## config.mk

```make
export PLATFORM = sky130hd
export DESIGN_NAME = touch_key_ctrl_flat
export DESIGN_NICKNAME = d
export VERILOG_FILES = /design/src/rtl/touch_key_ctrl_if.sv /design/src/rtl/touch_key_ctrl.sv /design/src/flat_wrapper.sv
export SDC_FILE = /design/constraint.sdc
export NUM_CORES = 1
export LEC_CHECK = 0
export ABC_AREA = 1
export CAP_MARGIN = 20
export CORE_ASPECT_RATIO = 0.8
export CORE_MARGIN = 4
export CORE_UTILIZATION = 59
export DETAILED_ROUTE_END_ITERATION = 8
export PLACE_DENSITY = 0.86
export SLEW_MARGIN = 20
export SYNTH_ARGS = -nofsm -noshare
export SYNTH_HDL_FRONTEND = slang
export SYNTH_SLANG_ARGS = --single-unit
```

## constraint.sdc

```tcl
create_clock -name clk -period 4.4 [get_ports clk]
set_input_delay 0.66 -clock clk [delete_from_list [all_inputs] [get_ports clk]]
set_output_delay 0.66 -clock clk [all_outputs]
set_load 0.005 [all_outputs]
```

## src/rtl/touch_key_ctrl_if.sv

```systemverilog
// Signal bundle between the touch decoder / sequencer and the fish-counter control path.
// The master drives the sample strobe and key hits; the slave returns the command and state outputs.
interface touch_key_ctrl_if;
    logic       sample_en;
    logic       op_cl_hit;
    logic       pl_pa_hit;
    logic       clear_hit;
    logic       gate_open;
    logic       run;
    logic       clear_pulse;
    logic       key_evt;
    logic [1:0] key_id;
    logic       busy;

    modport master (
        output sample_en, op_cl_hit, pl_pa_hit, clear_hit,
        input  gate_open, run, clear_pulse, key_evt, key_id, busy
    );

    modport slave (
        input  sample_en, op_cl_hit, pl_pa_hit, clear_hit,
        output gate_open, run, clear_pulse, key_evt, key_id, busy
    );
endinterface

```

## src/rtl/touch_key_ctrl.sv

```systemverilog
// Debounced 3-key command sequencer: accepts a press after DEB_N matching samples,
// fires one command, then waits for REL_N empty samples before re-arming.
module touch_key_ctrl #(
    parameter int unsigned DEB_N = 4,
    parameter int unsigned REL_N = 4
) (
    input  logic             clk,
    input  logic             reset,
    touch_key_ctrl_if.slave  tk
);
    typedef enum logic [1:0] {StIdle, StDeb, StFire, StRel} state_e;

    localparam logic [7:0] DebLim = 8'(DEB_N);
    localparam logic [7:0] RelLim = 8'(REL_N);

    state_e     state_q, state_d;
    logic [7:0] cnt_q, cnt_d, cnt_inc;
    logic [1:0] cand_q, cand_d;
    logic [1:0] code;
    logic       gate_q, gate_d;
    logic       run_q, run_d;
    logic       clr_q, clr_d;
    logic       evt_q, evt_d;
    logic [1:0] id_q, id_d;

    // Zero or multiple simultaneous hits decode as "no key".
    always_comb begin
        code = 2'd0;
        unique case ({tk.op_cl_hit, tk.pl_pa_hit, tk.clear_hit})
            3'b100:  code = 2'd1;
            3'b010:  code = 2'd2;
            3'b001:  code = 2'd3;
            default: code = 2'd0;
        endcase
    end

    assign cnt_inc = (cnt_q == 8'hFF) ? cnt_q : cnt_q + 8'd1;

    always_comb begin
        state_d = state_q;
        cnt_d   = cnt_q;
        cand_d  = cand_q;
        gate_d  = gate_q;
        run_d   = run_q;
        clr_d   = 1'b0;
        evt_d   = 1'b0;
        id_d    = id_q;
        unique case (state_q)
            StIdle: begin
                if (tk.sample_en && code != 2'd0) begin
                    cand_d  = code;
                    cnt_d   = 8'd1;
                    state_d = (DebLim == 8'd1) ? StFire : StDeb;
                end
            end
            StDeb: begin
                if (tk.sample_en) begin
                    if (code == cand_q) begin
                        cnt_d = cnt_inc;
                        if (cnt_inc >= DebLim) state_d = StFire;
                    end else begin
                        cnt_d   = 8'd0;
                        state_d = StIdle;
                    end
                end
            end
            StFire: begin
                state_d = StRel;
                cnt_d   = 8'd0;
                evt_d   = 1'b1;
                id_d    = cand_q;
                unique case (cand_q)
                    2'd1: begin
                        gate_d = ~gate_q;
                        // Closing the gate always stops counting.
                        if (gate_q) run_d = 1'b0;
                    end
                    2'd2: begin
                        if (gate_q) run_d = ~run_q;
                    end
                    2'd3:    clr_d = 1'b1;
                    default: ;
                endcase
            end
            StRel: begin
                if (tk.sample_en) begin
                    if (code == 2'd0) begin
                        cnt_d = cnt_inc;
                        if (cnt_inc >= RelLim) begin
                            cnt_d   = 8'd0;
                            state_d = StIdle;
                        end
                    end else begin
                        cnt_d = 8'd0;
                    end
                end
            end
            default: state_d = StIdle;
        endcase
    end

    always_ff @(posedge clk or negedge reset) begin
        if (!reset) begin
            state_q <= StIdle;
            cnt_q   <= 8'd0;
            cand_q  <= 2'd0;
            gate_q  <= 1'b0;
            run_q   <= 1'b0;
            clr_q   <= 1'b0;
            evt_q   <= 1'b0;
            id_q    <= 2'd0;
        end else begin
            state_q <= state_d;
            cnt_q   <= cnt_d;
            cand_q  <= cand_d;
            gate_q  <= gate_d;
            run_q   <= run_d;
            clr_q   <= clr_d;
            evt_q   <= evt_d;
            id_q    <= id_d;
        end
    end

    assign tk.gate_open   = gate_q;
    assign tk.run         = run_q;
    assign tk.clear_pulse = clr_q;
    assign tk.key_evt     = evt_q;
    assign tk.key_id      = id_q;
    assign tk.busy        = (state_q != StIdle);
endmodule

```

## src/flat_wrapper.sv

```systemverilog
// flat-port wrapper written by rule: the top's interface ports become plain ports
module touch_key_ctrl_flat 
#(
    parameter int unsigned DEB_N = 4,
    parameter int unsigned REL_N = 4
)
  (clk, reset, tk_sample_en, tk_op_cl_hit, tk_pl_pa_hit, tk_clear_hit, tk_gate_open, tk_run, tk_clear_pulse, tk_key_evt, tk_key_id, tk_busy);
  touch_key_ctrl_if tk_i ();
  input  logic clk;
  input  logic reset;
  input wire logic [$bits(tk_i.sample_en)-1:0] tk_sample_en;
  input wire logic [$bits(tk_i.op_cl_hit)-1:0] tk_op_cl_hit;
  input wire logic [$bits(tk_i.pl_pa_hit)-1:0] tk_pl_pa_hit;
  input wire logic [$bits(tk_i.clear_hit)-1:0] tk_clear_hit;
  output wire logic [$bits(tk_i.gate_open)-1:0] tk_gate_open;
  output wire logic [$bits(tk_i.run)-1:0] tk_run;
  output wire logic [$bits(tk_i.clear_pulse)-1:0] tk_clear_pulse;
  output wire logic [$bits(tk_i.key_evt)-1:0] tk_key_evt;
  output wire logic [$bits(tk_i.key_id)-1:0] tk_key_id;
  output wire logic [$bits(tk_i.busy)-1:0] tk_busy;
  assign tk_i.sample_en = tk_sample_en;
  assign tk_i.op_cl_hit = tk_op_cl_hit;
  assign tk_i.pl_pa_hit = tk_pl_pa_hit;
  assign tk_i.clear_hit = tk_clear_hit;
  assign tk_gate_open = tk_i.gate_open;
  assign tk_run = tk_i.run;
  assign tk_clear_pulse = tk_i.clear_pulse;
  assign tk_key_evt = tk_i.key_evt;
  assign tk_key_id = tk_i.key_id;
  assign tk_busy = tk_i.busy;
  touch_key_ctrl #(.DEB_N(DEB_N), .REL_N(REL_N)) u_core (.clk(clk), .reset(reset), .tk(tk_i));
endmodule
```

==> results_dict.tcl <==
set metrics [dict create \
    outcome "finished clean" \
    drv_cap 0 \
    clkSinkCount 18 \
    grt_pass1_wl_um 4602 \
    num_io_pins 13 \
    dp.cells 205 \
    wl_met3_um 201 \
    timing.critical_path.from "u_core.state_q[0]" \
    yosys.area.top_type "dfrtp_1" \
    p_leak_uw 0.0007079 \
    firstDrtPassIters 4 \
    wl_per_cell_um 12.74 \
    synthTopCellsByArea "dfrtp_1 37%, nand2_1 14%, inv_1 6.8%" \
    critical_path_class "reg2out" \
    tightest_slew_ns 0.7953 \
    track_usage_pct 20.50 \
    clock_path_buffers 2 \
    rsz0062_at_grt "no" \
    io_buffers 12 \
    hold_class "reg2reg" \
    clock_latency_ns 0.31 \
    viasPerCell 5.392 \
    netlist_instances 170 \
    antenna_left 0 \
    fmax_mhz 462.2 \
    intPower_uw 399.5 \
    max-slew-margin-rel_pct 46.82 \
    worstHoldPathCells 2 \
    synth.yosys.warnings 0 \
    clkPwrFrac_pct 15.4 \
    layout.nets 196 \
    wl_met2_um 1209 \
    cts_root_buffer "clkbuf_4" \
    synth_fp_nets 180 \
    netSwitchingFraction_pct 42.48 \
    power_density_nw_per_um2 499.2 \
    wirelength_um 2663 \
    switchingPower_uw 295.0 \
    finalHoldViolCount 0 \
    initial_core_util_pct 63.37 \
    antennaDiodeCount 0 \
    h-tree-depth 1 \
    tns_ns 0 \
    gp_congestion 0.8769 \
    synth-edff-count 0 \
    vdd_drop_max_mv 0.3568 \
    synth_area_um2 1210 \
    critPathLaunchType "flop" \
    cts_buffers 3 \
    top_layer "met4" \
    row_count 14 \
    layout-drive-gt1-share_pct 12.97 \
    drc 0 \
    synthArstFlopShare_pct 100.0 \
    hp-start "u_core.tk.key_id[1]" \
    core_area_um2 1909 \
    required_ns 3.74 \
    drv_slew 0 \
    reg2reg_depth 9 \
    antenna_found_initial 0 \
    synth-seq-cells 18 \
    path_clk_slew_ns 0.11 \
    final.setup_skew_ns 0.002249 \
    crit_arrival_ns 1.50 \
    final_cells 209 \
    hold_buffers 0 \
    die-area_um2 2844 \
    syn_to_final_growth_pct 14.99 \
    seq_power_share_pct 37.5 \
    synth_cell_types 25 \
    dieHeight_um 48.51 \
    r2r_start "u_core.cnt_q[1]" \
    cts_tree "done" \
    seq_area_frac_synth_pct 37.23 \
    setup_viol 0 \
    gr-total-overflow 0 \
    synth.avg_cell_area_um2 7.117 \
    met1Wirelength_um 1243 \
    fin_crit_sh_pct 49.17 \
    chipWidth_um 58.63 \
    post-cts-setup-buffers 0 \
    end_kind "output port" \
    crit_fanout 6 \
    grt_pass1_vias 1062 \
    synthTopCellsByCount "46 x nand2_1, 22 x inv_1, 18 x dfrtp_1, 16 x nor2_1, 15 x nand3_1" \
    fin_crit_ns 2.164 \
    ys.flop_type "dfrtp_1" \
    combPwrFrac_pct 47.1 \
    yosysMostFrequentCell "nand2_1" \
    place_hpwl_um 2077 \
    grt_max_degree 19 \
    drtIter0Drc 59 \
    cts_resized 0 \
    netlist.area_leader.share_pct 37.23 \
    vias 1127 \
]
==> stage by stage <==
stage	utilization (%)	instance area, µm²	setup slack (ns)	hold WS (ns)	total power (µW)
floorplan	-	1210	2.716	0.3644	464.7
global placement	70.97	1355	2.110	0.4694	563.3
detailed placement	70.97	1355	2.031	0.4788	583.1
CTS	72.87	1391	2.252	0.5044	693.9
global route	72.87	1391	2.170	0.5273	744.3
finish	72.87	1391	2.236	0.4983	694.6
==> flip-flops by register name, summed over array words and instances (netlist names), named ones only <==
signal                 cells
u_core.tk.key_id           2
u_core.cnt_q               8
u_core.tk.clear_pulse      1
u_core.cand_q              2
u_core.state_q             1
u_core.tk.run              1
u_core.tk.key_evt          1
u_core.tk.gate_open        1
==> placed cells by master (no fill, tap or decap), types with 4 or more instances in the layout <==
cell,synthesis,routed
clkdlybuf4s50_1,0,12
dfrtp_1,18,18
o21ai_0,12,12
ha_1,4,4
inv_1,22,22
nand3_1,15,15
nand4_1,6,6
nand2_1,46,46
nand2_2,7,7
nor2_1,16,16
==> worst max-delay path, cell delays in order, from the launching register on <==
cell	delay, ns
dfrtp_1	0.48
nor2_1	0.09
inv_1	0.12
clkdlybuf4s50_1	0.51
==> kinds of logic (layout without fill, tap and decap cells) <==
| kind of cell | after synthesis | count (layout) | synth area share [%] |
|---|---|---|---|
| compound gates | 18 | 18 | 8.273 |
| xor+xnor | 3 | 3 | 2.172 |
| fa+ha+maj | 4 | 4 | 4.137 |
| buf+inv | 27 | 42 | 8.479 |
| flops | 18 | 18 | 37.23 |
| simple gates | 100 | 100 | 39.71 |
==> layer usage <==
metal	vias up	global-route usage (%)
li1	569	-
met1	514	28.52
met2	42	32.90
met3	2	5.319
met4	0	2.642
met5	-	0
==> final timing paths <==
path	end	slack [ns]
setup / recovery	tk_busy	2.24
hold / removal	u_core.tk.key_id[1]	0.50
setup reg to reg	u_core.state_q[0]	2.51
hold reg to reg	u_core.tk.key_id[1]	0.50
max in group asynchronous	u_core.cnt_q[4]	3.11
min in group asynchronous	u_core.cand_q[1]	0.80
==> final cells by class <==
class | instances | area, µm²
clock buffers | 4 | 36.28
fillers | 142 | 518.0
inverters | 26 | 97.59
multi-input cells | 125 | 656.9
flip-flops and latches | 18 | 450.4
well taps | 24 | 30.03
repair buffers | 12 | 120.1
==> power by group through the flow <==
stage | Sequential (µW) | Clock [µW] | Combinational, µW
floorplan | 254 | 0 | 211
global route | 268 | 116 | 360
global placement | 260 | 0 | 303
detailed placement | 264 | 0 | 319
finish | 260 | 107 | 327
CTS | 259 | 109 | 326
(Power assumes the default switching activity.)
